`src/rtl/pulse_param_loader_pkg.sv`:
```
// Shared definitions for the PC->sequencer parameter frame: framing constants,
// field offsets inside the 224-bit payload shadow, reset defaults and FSM states.
package pulse_param_loader_pkg;

  localparam logic [7:0] SYNC_BYTE_DEF      = 8'hA5;
  localparam int         FRAME_PAYLOAD_LEN  = 28;
  localparam int         SHADOW_W           = 8 * FRAME_PAYLOAD_LEN;
  localparam int         TIMEOUT_CYCLES_DEF = 500000;
  localparam int         TIMER_W            = 20;

  // LSB positions of each field; the first payload byte lands in the top byte.
  localparam int OFF_PER     = 192;
  localparam int OFF_P1WID   = 176;
  localparam int OFF_DEL     = 160;
  localparam int OFF_P2WID   = 144;
  localparam int OFF_P1WID2  = 128;
  localparam int OFF_DEL2    = 112;
  localparam int OFF_P2WID2  = 96;
  localparam int OFF_P1ST2   = 80;
  localparam int OFF_NUT_W   = 72;
  localparam int OFF_NUT_D   = 56;
  localparam int OFF_PR_ATT  = 48;
  localparam int OFF_PO_ATT  = 40;
  localparam int OFF_CP      = 32;
  localparam int OFF_P_BL    = 24;
  localparam int OFF_P_BL_HF = 8;
  localparam int OFF_BL      = 0;

  localparam int DEFAULT_PER   = 4000;
  localparam int DEFAULT_P1WID = 30;
  localparam int DEFAULT_P2WID = 60;
  localparam int DEFAULT_DEL   = 200;
  localparam int DEFAULT_P_BL  = 100;
  localparam int DEFAULT_CP    = 1;

  typedef enum logic [1:0] {
    IDLE    = 2'd0,
    PAYLOAD = 2'd1,
    CHECK   = 2'd2
  } state_e;

  typedef struct packed {
    logic [31:0] per;
    logic [15:0] p1wid;
    logic [15:0] del;
    logic [15:0] p2wid;
    logic [15:0] p1wid2;
    logic [15:0] del2;
    logic [15:0] p2wid2;
    logic [15:0] p1st2;
    logic [7:0]  nut_w;
    logic [15:0] nut_d;
    logic [6:0]  pr_att;
    logic [6:0]  po_att;
    logic [7:0]  cp;
    logic [7:0]  p_bl;
    logic [15:0] p_bl_hf;
    logic        bl;
  } params_t;

endpackage

```
`src/rtl/pulse_param_loader.sv`:
```
// Frames, checksums and unpacks the PC parameter packet from the UART byte
// stream; all parameter outputs update together on a good frame.
module pulse_param_loader
  import pulse_param_loader_pkg::*;
#(
  parameter logic [7:0]  SYNC_BYTE      = SYNC_BYTE_DEF,
  parameter int unsigned TIMEOUT_CYCLES = TIMEOUT_CYCLES_DEF,
  parameter int unsigned DEF_PER        = DEFAULT_PER,
  parameter int unsigned DEF_P1WID      = DEFAULT_P1WID,
  parameter int unsigned DEF_P2WID      = DEFAULT_P2WID,
  parameter int unsigned DEF_DEL        = DEFAULT_DEL,
  parameter int unsigned DEF_P_BL       = DEFAULT_P_BL,
  parameter int unsigned DEF_CP         = DEFAULT_CP
) (
  input  logic        clk,
  input  logic        reset,
  input  logic [7:0]  rx_data,
  input  logic        rx_valid,
  output logic [31:0] per,
  output logic [15:0] p1wid,
  output logic [15:0] del,
  output logic [15:0] p2wid,
  output logic [15:0] p1wid2,
  output logic [15:0] del2,
  output logic [15:0] p2wid2,
  output logic [15:0] p1st2,
  output logic [7:0]  nut_w,
  output logic [15:0] nut_d,
  output logic [6:0]  pr_att,
  output logic [6:0]  po_att,
  output logic [7:0]  cp,
  output logic [7:0]  p_bl,
  output logic [15:0] p_bl_hf,
  output logic        bl,
  output logic        rx_done,
  output logic        frame_err,
  output logic        busy
);

  localparam params_t RESET_PARAMS = '{
    per:     32'(DEF_PER),
    p1wid:   16'(DEF_P1WID),
    del:     16'(DEF_DEL),
    p2wid:   16'(DEF_P2WID),
    p1wid2:  16'd0,
    del2:    16'd0,
    p2wid2:  16'd0,
    p1st2:   16'd0,
    nut_w:   8'd0,
    nut_d:   16'd0,
    pr_att:  7'd0,
    po_att:  7'd0,
    cp:      8'(DEF_CP),
    p_bl:    8'(DEF_P_BL),
    p_bl_hf: 16'(DEF_P_BL / 2),
    bl:      1'b1
  };
  localparam logic [TIMER_W-1:0] TIMEOUT_LAST = TIMER_W'(TIMEOUT_CYCLES - 1);
  localparam logic [4:0]         LAST_INDEX   = 5'(FRAME_PAYLOAD_LEN - 1);

  state_e                state_q, state_d;
  logic [SHADOW_W-1:0]   shadow_q, shadow_d;
  logic [7:0]            sum_q, sum_d;
  logic [4:0]            index_q, index_d;
  logic [TIMER_W-1:0]    timer_q, timer_d;
  params_t               params_q, params_d;
  logic                  rx_done_q, rx_done_d;
  logic                  frame_err_q, frame_err_d;
  params_t               shadow_params;
  logic                  timeout_hit;
  logic                  unused_shadow_bits;

  // Attenuator bit 7 and the upper seven bits of the bl byte carry no meaning.
  always_comb begin
    shadow_params         = '0;
    shadow_params.per     = shadow_q[OFF_PER +: 32];
    shadow_params.p1wid   = shadow_q[OFF_P1WID +: 16];
    shadow_params.del     = shadow_q[OFF_DEL +: 16];
    shadow_params.p2wid   = shadow_q[OFF_P2WID +: 16];
    shadow_params.p1wid2  = shadow_q[OFF_P1WID2 +: 16];
    shadow_params.del2    = shadow_q[OFF_DEL2 +: 16];
    shadow_params.p2wid2  = shadow_q[OFF_P2WID2 +: 16];
    shadow_params.p1st2   = shadow_q[OFF_P1ST2 +: 16];
    shadow_params.nut_w   = shadow_q[OFF_NUT_W +: 8];
    shadow_params.nut_d   = shadow_q[OFF_NUT_D +: 16];
    shadow_params.pr_att  = shadow_q[OFF_PR_ATT +: 7];
    shadow_params.po_att  = shadow_q[OFF_PO_ATT +: 7];
    shadow_params.cp      = shadow_q[OFF_CP +: 8];
    shadow_params.p_bl    = shadow_q[OFF_P_BL +: 8];
    shadow_params.p_bl_hf = shadow_q[OFF_P_BL_HF +: 16];
    shadow_params.bl      = shadow_q[OFF_BL];
  end

  assign unused_shadow_bits = ^{shadow_q[OFF_PR_ATT + 7], shadow_q[OFF_PO_ATT + 7],
                                shadow_q[OFF_BL + 1 +: 7]};

  // A byte arriving on the expiry cycle takes priority over the timeout.
  assign timeout_hit = (state_q != IDLE) && !rx_valid && (timer_q == TIMEOUT_LAST);

  always_comb begin
    state_d     = state_q;
    shadow_d    = shadow_q;
    sum_d       = sum_q;
    index_d     = index_q;
    timer_d     = timer_q;
    params_d    = params_q;
    rx_done_d   = 1'b0;
    frame_err_d = 1'b0;

    if (state_q != IDLE && !rx_valid && timer_q != '1) begin
      timer_d = timer_q + 1'b1;
    end

    case (state_q)
      IDLE: begin
        timer_d = '0;
        if (rx_valid && rx_data == SYNC_BYTE) begin
          state_d = PAYLOAD;
          index_d = '0;
          sum_d   = '0;
        end
      end
      PAYLOAD: begin
        if (rx_valid) begin
          shadow_d = {shadow_q[SHADOW_W-9:0], rx_data};
          sum_d    = sum_q + rx_data;
          timer_d  = '0;
          if (index_q == LAST_INDEX) begin
            state_d = CHECK;
          end else begin
            index_d = index_q + 5'd1;
          end
        end else if (timeout_hit) begin
          frame_err_d = 1'b1;
          state_d     = IDLE;
        end
      end
      CHECK: begin
        if (rx_valid) begin
          timer_d = '0;
          state_d = IDLE;
          if (rx_data == sum_q) begin
            params_d  = shadow_params;
            rx_done_d = 1'b1;
          end else begin
            frame_err_d = 1'b1;
          end
        end else if (timeout_hit) begin
          frame_err_d = 1'b1;
          state_d     = IDLE;
        end
      end
      default: state_d = IDLE;
    endcase
  end

  always_ff @(posedge clk) begin
    if (reset) begin
      state_q     <= IDLE;
      shadow_q    <= '0;
      sum_q       <= '0;
      index_q     <= '0;
      timer_q     <= '0;
      params_q    <= RESET_PARAMS;
      rx_done_q   <= 1'b0;
      frame_err_q <= 1'b0;
    end else begin
      state_q     <= state_d;
      shadow_q    <= shadow_d;
      sum_q       <= sum_d;
      index_q     <= index_d;
      timer_q     <= timer_d;
      params_q    <= params_d;
      rx_done_q   <= rx_done_d;
      frame_err_q <= frame_err_d;
    end
  end

  assign per       = params_q.per;
  assign p1wid     = params_q.p1wid;
  assign del       = params_q.del;
  assign p2wid     = params_q.p2wid;
  assign p1wid2    = params_q.p1wid2;
  assign del2      = params_q.del2;
  assign p2wid2    = params_q.p2wid2;
  assign p1st2     = params_q.p1st2;
  assign nut_w     = params_q.nut_w;
  assign nut_d     = params_q.nut_d;
  assign pr_att    = params_q.pr_att;
  assign po_att    = params_q.po_att;
  assign cp        = params_q.cp;
  assign p_bl      = params_q.p_bl;
  assign p_bl_hf   = params_q.p_bl_hf;
  assign bl        = params_q.bl;
  assign rx_done   = rx_done_q;
  assign frame_err = frame_err_q;
  assign busy      = (state_q != IDLE);

endmodule

```
`config.mk`:
```
export PLATFORM = sky130hd
export DESIGN_NAME = pulse_param_loader
export DESIGN_NICKNAME = d
export VERILOG_FILES = /design/src/rtl/pulse_param_loader_pkg.sv /design/src/rtl/pulse_param_loader.sv
export SDC_FILE = /design/constraint.sdc
export NUM_CORES = 1
export LEC_CHECK = 0
export CAP_MARGIN = 20
export CORE_MARGIN = 4
export CORE_UTILIZATION = 55
export CTS_CLUSTER_SIZE = 28
export DETAILED_ROUTE_END_ITERATION = 8
export GPL_ROUTABILITY_DRIVEN = 0
export PLACE_DENSITY = 0.82
export SLEW_MARGIN = 20
export SYNTH_ARGS = -nofsm -noshare
export SYNTH_HDL_FRONTEND = slang
export SYNTH_SLANG_ARGS = --single-unit
```
`constraint.sdc`:
```
create_clock -name clk -period 2.56 [get_ports clk]
set_input_delay 0.512 -clock clk [delete_from_list [all_inputs] [get_ports clk]]
set_output_delay 0.512 -clock clk [all_outputs]
set_load 0.02 [all_outputs]
```
==> results.toml, run 1 <==
[global_routing]
grt_max_degree = 230
busiest_layer = "met2"
grt_overflow_total = 0
grt_use_total_pct = 24.6
antenna_found_initial = 0
met3_usage_pct = 3.87
grt_pass1_vias = 14600
grt_pass1_wl_um = 70600
use_met2_pct = 40.3
met1_usage_pct = 32.9

[clocking]
clock_path_buffers = 3
clk_latency_ps = 540
cts_tree = "built"
cts_max_level = 2
cts_root_buf = "clkbuf_16"
clk_pin_slew_worst_paths_ps = 60
numCtsBuffers = 46
cts_setup_buffers = 0
clock-sinks = 476

[die]
die_y_um = 184
dieWidth_um = 184
initial_utilization_pct = 55.8
io_pins = 229
core_sq_um = 30700
rows = 64
dieArea_sq_um = 34000

[final_layout]
area_growth_pct = 25.8
final_cell_mix = "898 x nand2_1, 476 x dfxtp_1, 435 x a21oi_1, 226 x clkdlybuf4s50_1, 48 x buf_4"
layout_commonest_cell = "nand2_1"
final_nets = 2390
layout-drive-gt1-share_pct = 6.22
antenna_cells = 0

[timing]
finalCritPeriodShare_pct = 93.5
maxSlewHeadroom_pct = 20.2
fin_ws_ps = 167
setup_violations = 0
rsz0062_at_grt = "no"
period_minus_slack_ps = 2390
max_freq_mhz = 418
hold_viol = 0
slew_viol_final = 0
finalClockSkew_ps = 15.9
worst-slew-pin-transition_ps = 1200

[drt]
drc = 0
vias = 15400
first_pass_iters = 5
ant_nets = 0
drt_iter0_drc = 1363
drt_wl_total_um = 43100
via_per_inst = 5.50
wl_per_cell_um = 15.4

[setup_path]
crit_chain = "clkdlybuf4s50_1 -> ha_1 -> nor4_1 -> buf_4 -> nand3_1 -> nor2_4 -> buf_12 -> buf_12 -> nand2_1 -> a21oi_1"
reg2reg_from = "sum_q[2]"
reg2reg_depth = 9
critPathSlowestCell = "clkdlybuf4s50_1"
start_kind = "input port"
crit_type = "in2reg"
reg2reg_slack_ps = 290
slowest_delay_ps = 430
crit_path_end_kind = "flip-flop"
cp.arrival_ps = 2820
cp_max_fo = 21
r2r-end = "per[23]"
cpMostUsedCell = "buf_12"
required_ps = 2990

[logic_synthesis]
synth_fp_nets = 2198
seq_area_frac_synth_pct = 55.7
synth-warning-count = 0
async_flop_share_pct = 0
synth_area_leaders = "dfxtp_1 56%, nand2_1 20%, a21oi_1 13%"
synth_top_area_share_pct = 55.7
yosysTopAreaCell = "dfxtp_1"
netlist_area_sq_um = 17100
ys_seq_elements = 476
synth_cell_types = 56
avgSynthCellArea_sq_um = 7.87
synth_edf_count = 0
synth_flop_cell = "dfxtp_1"
syn_inst = 2173

[placement]
dp_slack_ps = -235
port_buffers = 228
dp_hpwl_um = 27500

[power]
power_mw = 14.4
ir_drop_mv = 0.473
power_density_nw_per_um2 = 670
cellLeakagePower_nw = 7.24

[run]
drv_cap = 0

[hold_path]
hold_class = "reg2reg"
min_to = "shadow_q[12]"
hold_path_depth = 2
holdCritStartpoint = "shadow_q[4]"

[outcome]
status = "finished clean"
==> layer usage <==
metal / up-vias / share of wire [%] / wire [um]
met5: - / 0 / 0
met4: 0 / 3.2 / 1390
met3: 96 / 6.6 / 2840
met2: 570 / 47 / 20400
met1: 7218 / 43 / 18500
li1: 7468 / - / -
==> logic make-up after synthesis <==
logic type / synth area share (%)
and+or+nand+nor: 24.0
AOI/OAI and AO/OA: 14.4
adders and majority gates: 1.07
buffers and inverters: 3.79
DFF: 55.7
xor gates and xnor gates: 0.922
muxes: 0.117
==> through the flow <==
step | TNS, ps | cells | util [%] | hold slack (ps) | area (sq um)
after CTS | 0 | 2792 | 70.2 | 454 | 21500
after floorplan | 0 | 2173 | - | 432 | 17100
after global placement | -28770 | 2713 | 65.5 | 437 | 20100
after detailed placement | -41040 | 2713 | 65.5 | 446 | 20100
final | 0 | 2792 | 70.2 | 452 | 21500
after global routing | 0 | 2792 | 70.2 | 467 | 21500
==> layout make-up <==
type	instances	area [sq um]
sequential	476	9530
fill	2340	9150
multi-input combinational	1532	6940
timing repair buffer	297	3070
clock buffer	67	1340
tap	396	495
clock inverter	12	95.1
inverter	12	45.0
==> cells in the mapped netlist (all sizes together), types with 4 or more instances <==
master	instances
a21oi	435
and2	7
and3	4
and4	5
buf	23
clkbuf	130
dfxtp	476
ha	13
inv	12
nand2	899
nand3	42
nand4	8
nor2	27
o21ai	13
or3	9
xnor2	7
xor2	11
==> worst max path at each step <==
stage                from          to  slack [ps]
2_1_floorplan  rx_data[2]     del2[0]         250
3_3_place_gp   rx_data[2]  p_bl_hf[6]        -170
3_5_place_dp   rx_data[2]     per[23]        -240
4_1_cts        state_q[0]        busy         230
5_1_grt        rx_data[2]     per[23]         150
6_report       rx_data[5]     per[23]         170
==> repair_timing <==
item                       CTS  global route
gates resized for setup      1             0
hold buffers                 0             0
setup endpoints to repair    1             0
==> worst max-delay path: cells and delay by family <==
family	cells	cell delay [ps]
buf+inv	4	960
simple gates	4	770
fa+ha+maj	1	340
compound gates	1	180
==> sequential cells by signal, indices dropped and copies added (netlist names), 16 cells and up <==
| signal | cells |
|---|---|
| per | 32 |
| p2wid2 | 16 |
| nut_d | 16 |
| p_bl_hf | 16 |
| p1wid | 16 |
| del2 | 16 |
| p2wid | 16 |
| del | 16 |
| shadow_q | 224 |
| p1st2 | 16 |
| timer_q | 20 |
| p1wid2 | 16 |
==> where the power goes <==
group / internal, mW / switching [mW] / leakage (nW)
clock network: 3.72 / 2.70 / 0.711
registers: 7.42 / 0.00709 / 3.83
logic: 0.148 / 0.415 / 2.69
total: 11.3 / 3.12 / 7.24
Power figures use the tool's default switching activity.
==> inputs of run 2 (changes only) <==
--- a/config.mk
+++ b/config.mk
@@ -12,6 +12,7 @@
 export DETAILED_ROUTE_END_ITERATION = 8
 export GPL_ROUTABILITY_DRIVEN = 0
 export PLACE_DENSITY = 0.82
+export SKIP_CTS_REPAIR_TIMING = 1
 export SLEW_MARGIN = 20
 export SYNTH_ARGS = -nofsm -noshare
 export SYNTH_HDL_FRONTEND = slang
==> constraint.sdc (replaced) <==
create_clock -name clk -period 3 [get_ports clk]
set_input_delay 0.6 -clock clk [delete_from_list [all_inputs] [get_ports clk]]
set_output_delay 0.6 -clock clk [all_outputs]
set_load 0.02 [all_outputs]
==> results.toml, run 2 (synthesis gave the netlist of run 1 again) <==
[outcome]
status = "finished clean"

[die]
dieArea_sq_um = 34000
dieWidth_um = 184
io_pins = 229
rows = 64
initial_utilization_pct = 55.8
die_y_um = 184
core_sq_um = 30700

[final_layout]
largest_register_ffs = 224
final_cell_mix = "898 x nand2_1, 476 x dfxtp_1, 435 x a21oi_1, 227 x clkdlybuf4s50_1, 47 x clkbuf_16"
top_register = "shadow_q"
layout_commonest_cell = "nand2_1"
antenna_cells = 0
final_nets = 2366
area_growth_pct = 25.5
layout-drive-gt1-share_pct = 5.60

[drt]
via_per_inst = 5.49
first_pass_iters = 5
wl_per_cell_um = 15.6
drc = 0
vias = 15200
drt_iter0_drc = 1335
drt_wl_total_um = 43100
ant_nets = 0

[setup_path]
crit_type = "reg2out"
crit_path_end_kind = "output port"
r2r-end = "sum_q[0]"
cpMostUsedCell = "inv_1"
crit_chain = "inv_1 -> ha_1 -> inv_1 -> clkdlybuf4s50_1"
reg2reg_depth = 7
reg2reg_from = "state_q[1]"
cp_max_fo = 5
start_kind = "flip-flop"
cp.arrival_ps = 2060
endpoint = "busy"
critPathSlowestCell = "clkdlybuf4s50_1"
reg2reg_slack_ps = 720
path_buf_inv = 3
required_ps = 2400
cp_top_family = "buffers and inverters"
path_depth = 4
slowest_delay_ps = 610
cp-startpoint = "state_q[0]"

[power]
switchingPower_mw = 2.73
pwr-share-comb_pct = 3.5
p_sw_share_pct = 21.5
p_clk_share_pct = 46.7
internal_power_mw = 9.97
seq_power_share_pct = 49.8
cellLeakagePower_nw = 7.18
ir_drop_mv = 0.401
power_density_nw_per_um2 = 592

[hold_path]
hold_path_depth = 2
hold_class = "reg2reg"

[clocking]
clk_latency_ps = 550
numCtsBuffers = 46
clock_path_buffers = 3
cts_tree = "built"
cts_max_level = 2
cts_root_buf = "clkbuf_16"
clock-sinks = 476
clk_pin_slew_worst_paths_ps = 60

[timing]
finalSetupTns_ps = 0
rsz0062_at_grt = "no"
timing.hold.ws_ps = 447
hold_viol = 0
setup_violations = 0
finalCritPeriodShare_pct = 88.6
max_freq_mhz = 376
period_minus_slack_ps = 2660
maxSlewHeadroom_pct = 39.1
worst-slew-pin-transition_ps = 914
slew_viol_final = 0
finalClockSkew_ps = 20.7

[placement]
port_buffers = 228
dp_hpwl_um = 27700

[global_routing]
grt_max_degree = 147
antenna_found_initial = 0
grt_pass1_wl_um = 69800
grt_pass1_vias = 14200
grt_use_total_pct = 24.4
grt_overflow_total = 0

[run]
drv_cap = 0
==> run 2: cell count changes in the layout (fill, tap and decap cells not counted), moves of 2 or more <==
| cell | change |
|---|---|
| buf_4 | -22 |
| bufinv_16 | +3 |
| clkbuf_8 | +4 |
| buf_12 | -2 |
| clkbuf_1 | -4 |
| clkinv_8 | +2 |
==> run 2: tightest hold or removal path, stage by stage, from the launching register on <==
cell and delay [ps]:
dfxtp_1 310, nand2_1 50, a21oi_1 50
==> run 2: cell type report <==
| class | instances | area (sq um) |
|---|---|---|
| Fill cell | 2437 | 9200 |
| Clock buffer | 67 | 1380 |
| Clock inverter | 16 | 209 |
| Inverter | 12 | 45.0 |
| Multi-Input combinational cell | 1532 | 6940 |
| Sequential cell | 476 | 9530 |
| Timing Repair Buffer | 273 | 2860 |
| Tap cell | 396 | 495 |
==> run 2: power groups by stage <==
stage | combinational [mW] | clock (mW) | sequential, mW
after floorplan | 0.305 | 0 | 6.47
after global placement | 0.437 | 0 | 6.47
after global routing | 0.486 | 6.28 | 6.33
final | 0.446 | 5.93 | 6.33
after detailed placement | 0.441 | 0 | 6.47
after CTS | 0.442 | 6.01 | 6.33
==> run 2: worst min path at each step <==
| stage | to | slack [ps] | startpoint |
|---|---|---|---|
| final | shadow_q[10] | 450 | shadow_q[2] |
| after global routing | per[4] | 460 | reset |
| after CTS | index_q[1] | 440 | reset |
| after detailed placement | shadow_q[55] | 450 | shadow_q[47] |
| after global placement | shadow_q[55] | 440 | shadow_q[47] |
| after floorplan | shadow_q[55] | 430 | shadow_q[47] |
==> run 2: through the flow <==
step / util [%] / instances / setup WS (ps) / cell area [sq um] / total power, mW
after global routing: 70.0 / 2772 / 226 / 21500 / 13.1
after floorplan: - / 2173 / 605 / 17100 / 6.78
after detailed placement: 64.8 / 2689 / -71.4 / 19900 / 6.92
after CTS: 70.0 / 2772 / 317 / 21500 / 12.8
final: 70.0 / 2772 / 341 / 21500 / 12.7
after global placement: 64.8 / 2689 / 4.88 / 19900 / 6.91
==> run 2: layer usage <==
| layer | vias to the layer above | global-route usage (%) | routed length [um] |
|---|---|---|---|
| met3 | 81 | 4.80 | 3210 |
| met1 | 7186 | 31.9 | 18000 |
| li1 | 7417 | - | - |
| met4 | 0 | 7.54 | 1110 |
| met5 | - | 0 | 0 |
| met2 | 527 | 41.0 | 20800 |
